**src/rtl/serial_adder_ctrl_pkg.sv**
```systemverilog
// Shared types for the bit-serial adder sequencer: FSM state encoding.
// Latency: n/a (types only).
// Backpressure: n/a.
package serial_adder_ctrl_pkg;

    // 2'b11 is unreachable and falls back to IDLE through the FSM default arm.
    typedef enum logic [1:0] {
        ST_IDLE = 2'b00,
        ST_RUN  = 2'b01,
        ST_DONE = 2'b10
    } state_t;

endpackage

```
**src/rtl/serial_adder_ctrl_fa.sv**
```systemverilog
// One-bit full-adder slice built from two half_adder cells plus an OR of their carries.
// Latency: purely combinational.
// Backpressure: none.

// Gate-level half adder cell; port order is cout, sum, a, b.
module half_adder (
    output logic cout,
    output logic sum,
    input  logic a,
    input  logic b
);
    assign sum  = a ^ b;
    assign cout = a & b;
endmodule

module serial_adder_ctrl_fa (
    input  logic a,
    input  logic b,
    input  logic ci,
    output logic s,
    output logic co
);
    logic p;
    logic g0;
    logic g1;

    // First cell forms propagate/generate, second folds in the carry.
    half_adder u_ha0 (.cout(g0), .sum(p), .a(a),  .b(b));
    half_adder u_ha1 (.cout(g1), .sum(s), .a(p),  .b(ci));

    assign co = g0 | g1;
endmodule

```
**src/rtl/serial_adder_ctrl.sv**
```systemverilog
// Bit-serial WIDTH-bit adder: one shared full-adder slice stepped LSB-first, one bit per clock.
// Latency: start accepted at edge 0, result registered at edge WIDTH, done high the cycle after.
// Backpressure: start ignored while busy; accepted in IDLE or DONE (back-to-back restart).
module serial_adder_ctrl
    import serial_adder_ctrl_pkg::*;
#(
    parameter int WIDTH = 8,
    parameter int CNT_W = $clog2(WIDTH + 1)
) (
    input  logic             clk,
    input  logic             rst_n,
    input  logic             start,
    input  logic [WIDTH-1:0] a,
    input  logic [WIDTH-1:0] b,
    input  logic             cin,
    output logic             busy,
    output logic             done,
    output logic [WIDTH-1:0] sum,
    output logic             cout
);

    state_t           state;
    state_t           state_next;
    logic [CNT_W-1:0] cnt;
    logic [WIDTH-1:0] opa;
    logic [WIDTH-1:0] opb;
    logic [WIDTH-1:0] shs;
    logic             carry;
    logic             slice_s;
    logic             slice_co;
    logic             accept;
    logic             last_bit;

    assign accept   = start && (state == ST_IDLE || state == ST_DONE);
    assign last_bit = (cnt == CNT_W'(WIDTH - 1));

    serial_adder_ctrl_fa u_fa (
        .a  (opa[0]),
        .b  (opb[0]),
        .ci (carry),
        .s  (slice_s),
        .co (slice_co)
    );

    // State register.
    always_ff @(posedge clk) begin
        if (!rst_n) begin
            state <= ST_IDLE;
        end else begin
            state <= state_next;
        end
    end

    // Next-state decode.
    always_comb begin
        state_next = ST_IDLE;
        case (state)
            ST_IDLE: state_next = start    ? ST_RUN  : ST_IDLE;
            ST_RUN:  state_next = last_bit ? ST_DONE : ST_RUN;
            ST_DONE: state_next = start    ? ST_RUN  : ST_IDLE;
            default: state_next = ST_IDLE;
        endcase
    end

    // Operand latch, per-bit shifting and carry flop; result only updated on the final bit.
    always_ff @(posedge clk) begin
        if (!rst_n) begin
            cnt   <= '0;
            opa   <= '0;
            opb   <= '0;
            shs   <= '0;
            carry <= 1'b0;
            sum   <= '0;
            cout  <= 1'b0;
        end else if (accept) begin
            opa   <= a;
            opb   <= b;
            carry <= cin;
            cnt   <= '0;
            shs   <= '0;
        end else if (state == ST_RUN) begin
            shs   <= {slice_s, shs[WIDTH-1:1]};
            opa   <= opa >> 1;
            opb   <= opb >> 1;
            carry <= slice_co;
            cnt   <= cnt + CNT_W'(1);
            if (last_bit) begin
                sum  <= {slice_s, shs[WIDTH-1:1]};
                cout <= slice_co;
            end
        end
    end

    assign busy = (state == ST_RUN);
    assign done = (state == ST_DONE);

endmodule
```
**config.mk**
```make
export PLATFORM = sky130hd
export DESIGN_NAME = serial_adder_ctrl
export DESIGN_NICKNAME = d
export VERILOG_FILES = /design/src/rtl/serial_adder_ctrl_pkg.sv /design/src/rtl/serial_adder_ctrl_fa.sv /design/src/rtl/serial_adder_ctrl.sv
export SDC_FILE = /design/constraint.sdc
export NUM_CORES = 1
export LEC_CHECK = 0
export BUFFER_PORTS_ARGS = -buffer_cell sky130_fd_sc_hd__buf_2
export CORE_MARGIN = 8
export CORE_UTILIZATION = 57
export CTS_CLUSTER_DIAMETER = 200
export DETAILED_ROUTE_END_ITERATION = 16
export PLACE_DENSITY_LB_ADDON = 0.15
export SLEW_MARGIN = 40
export SYNTH_ARGS = -nofsm -noshare
export SYNTH_HDL_FRONTEND = slang
export SYNTH_HIERARCHICAL = 1
export SYNTH_SLANG_ARGS = --single-unit
export TNS_END_PERCENT = 1
```
**constraint.sdc**
```tcl
create_clock -name clk -period 4.1 [get_ports clk]
set_input_delay 0.41 -clock clk [delete_from_list [all_inputs] [get_ports clk]]
set_output_delay 0.41 -clock clk [all_outputs]
set_load 0.02 [all_outputs]
```
==> reports/metrics.csv <==
metric,value,unit
Die Y,68.8,um
Avg WL per Cell,13.5,um
Setup Slack @ Placement,2.17,ns
pin count of the biggest net entering global routing,39,
Slew @ Worst Pin,0.568,ns
Clock transition at path regs,0.10,ns
setup TNS,0,ns
die width,68.8,um
drt total wl,3340,um
internal power,0.000487,W
Root Driver,clkbuf_4,
Critical Path Stages,3,
Initial Utilization,0.586,
H-tree depth,2,
DP HPWL,2330,um
Layout fillers,265,
top cell type by total area after synthesis,dfxtp_1,
worst-case reg-to-reg path depth,5,
CP Capture Type,output pin,
top area cells in the synthesized netlist,"dfxtp_1 49%, nand2_1 15%, mux2i_1 5.7%",
pwr/cell area,372,nW/um^2
Worst VDD drop,0.261,mV
Cells after Synth,191,
"Largest delay share family, worst path",simple AND/OR/NAND/NOR gates,
Seq pwr share,0.613,
switching share of power,0.263,
LEAKAGE,0.679,nW
post-route worst setup slack,2.11,ns
PortBufs,30,
via count,1351,
slowest CP cell,nand2b_2,
RSZ-0062 raised after global routing,false,
critical path class,reg -> out,
hold buffers post-CTS,0,
Die ar.,4730,um^2
Critical Path Source Type,flop,
Mean Syn Cell Area,8.32,um^2
"non-filler cells, final",248,
worst path required time,3.69,ns
placed cell count,240,
Routability Congestion,0.773,
Synth top area share,0.491,
Final Total Pwr,0.000661,W
GRT overflow,0,
post-layout min period,1.99,ns
Syn Nets,214,
# diodes,0,
GRT Total Usage,0.152,
DR vias/cell,5.45,
vias in the first global route,1261,
clk_lat worst skew,0.35,ns
post-synth cell types,25,
crit path DAT,1.58,ns
Pre-antenna DRT Iters,5,
post_cts resized,0,
Comb power frac,0.107,
status,finished clean,
Clock Power Share,0.280,
FMAX,0.502,GHz
# Post-CTS Setup Buffers,0,
"critical path fanouts, max",29,
Final Hold Vio Count,0,
Num CTS Buffers,5,
CTS tree,built,
"slowest stage delay, CP",0.49,ns
Post-Syn Area,1590,um^2
IO Count,31,
Final setup viols,0,
Post-DRT Antenna Nets,0,
Critical path buffers and inverters,2,
share of post-route cells with drive strength above 1,0.184,
register area share after synthesis,0.491,
hold crit path type,in -> reg,
antenna violations before repair,0,
part of the cycle the worst path needs,0.486,
Residual DRC,0,
# rows,19,
Post-layout nets,239,
Yosys reg bits,39,
switching power,0.000174,W
slew margin rel.,0.621,
P&R area growth vs syn,11.7,%
DRT iter0 DRCs,95,
Core Box Area,2710,um^2
WHS,0.303,ns
worst path cell trace,"nand2b_2, clkinv_1, buf_2",
fin. max-slew vios,0,
synth warn,6,
first-pass GRT wire length,5440,um
Hold Path Depth,3,
Final Skew,0.00850,ns
MaxCap Viol Count,0,
# clock sinks,39,
clk buf depth,2,
==> Yosys cell counts, drive strengths merged <==
cell type,instances
nand3b,2
ha,3
xor2,1
nand2,63
dfxtp,39
and2b,1
mux2i,9
a31oi,12
buf,8
clkbuf,5
nand2b,2
clkinv,1
a21boi,4
nor2,3
xnor2,1
nand3,5
a22oi,3
or2,1
nor2b,2
or3,1
and2,1
a21oi,11
o21ai,13
==> power groups by stage <==
| stage | registers (W) | clock network, W | logic, W |
|---|---|---|---|
| 2_1_floorplan | 0.000410 | 0 | 0.0000542 |
| 5_1_grt | 0.000408 | 0.000206 | 0.0000800 |
| 3_3_place_gp | 0.000413 | 0 | 0.0000670 |
| 3_5_place_dp | 0.000414 | 0 | 0.0000702 |
| 6_report | 0.000405 | 0.000185 | 0.0000706 |
| 4_1_cts | 0.000405 | 0.000192 | 0.0000706 |
==> kinds of logic (layout without fill, tap and decap cells) <==
kind of cell / after synthesis / count (layout) / synth area share
flip-flops: 39 / 39 / 0.491
XOR/XNOR: 2 / 2 / 0.0110
multiplexers: 9 / 9 / 0.0567
buffers and inverters: 14 / 40 / 0.0433
adder cells (fa/ha/maj): 3 / 3 / 0.0236
AND/OR/NAND/NOR: 81 / 81 / 0.218
AO/OA/AOI/OAI: 43 / 43 / 0.156
==> stage by stage <==
stage	util	cell area, um^2
2_1_floorplan	-	1590
3_5_place_dp	0.636	1720
4_1_cts	0.654	1770
6_report	0.655	1780
3_3_place_gp	0.635	1720
5_1_grt	0.655	1780
==> state kept, by name, summed over array words and instances (netlist names) <==
register and flops:
shs 7, cnt 4, cout 1, sum 8
state 2, carry 1, opa 8, opb 8
==> worst paths after layout <==
path / from / end / slack (ns)
worst max-delay path: state[1]$_SDFF_PN0_ / busy / 2.11
worst min-delay path: b[7] / opb[7]$_SDFFE_PN0P_ / 0.30
worst max register to register: state[1]$_SDFF_PN0_ / opa[3]$_SDFFE_PN0P_ / 2.38
worst min register to register: sum[5]$_SDFFE_PN0P_ / sum[5]$_SDFFE_PN0P_ / 0.46
==> layout make-up <==
cell class                 count  area, um^2  share of cell area
clock buffer                   7        45.0              0.0254
clock inverter                 1        5.00             0.00282
inverter                       1        3.75             0.00211
multi-input combinational    138         744               0.419
sequential                    39         781               0.440
tap                           31        38.8              0.0218
timing repair buffer          31         158              0.0888
==> worst reg2reg max path, cell delays in order, from the launching register on <==
cell,delay [ns]
dfxtp_1,0.36
nand2b_2,0.49
clkinv_1,0.19
buf_4,0.26
a22oi_1,0.22
a21boi_0,0.10
==> cells in the final DEF (no fill, tap or decap), types with 2 or more instances in the layout <==
master	netlist	final
a21boi_0	4	4
a21oi_1	11	11
a22oi_1	3	3
a31oi_1	12	12
buf_2	7	30
clkbuf_1	5	2
clkbuf_4	0	5
dfxtp_1	39	39
ha_1	3	3
mux2i_1	9	9
nand2_1	63	63
nand2b_2	0	2
nand3_1	5	5
nand3b_1	2	2
nor2_1	2	2
nor2b_1	2	2
o21ai_0	13	13
==> routing by layer <==
layer | vias up | routed length (um) | global-route usage
met1 | 615 | 1410 | 0.163
met5 | - | 0 | 0
met3 | 7 | 260 | 0.0614
met2 | 37 | 1610 | 0.254
met4 | 0 | 61 | 0.0727
li1 | 692 | - | -
Power figures use the tool's default switching activity.
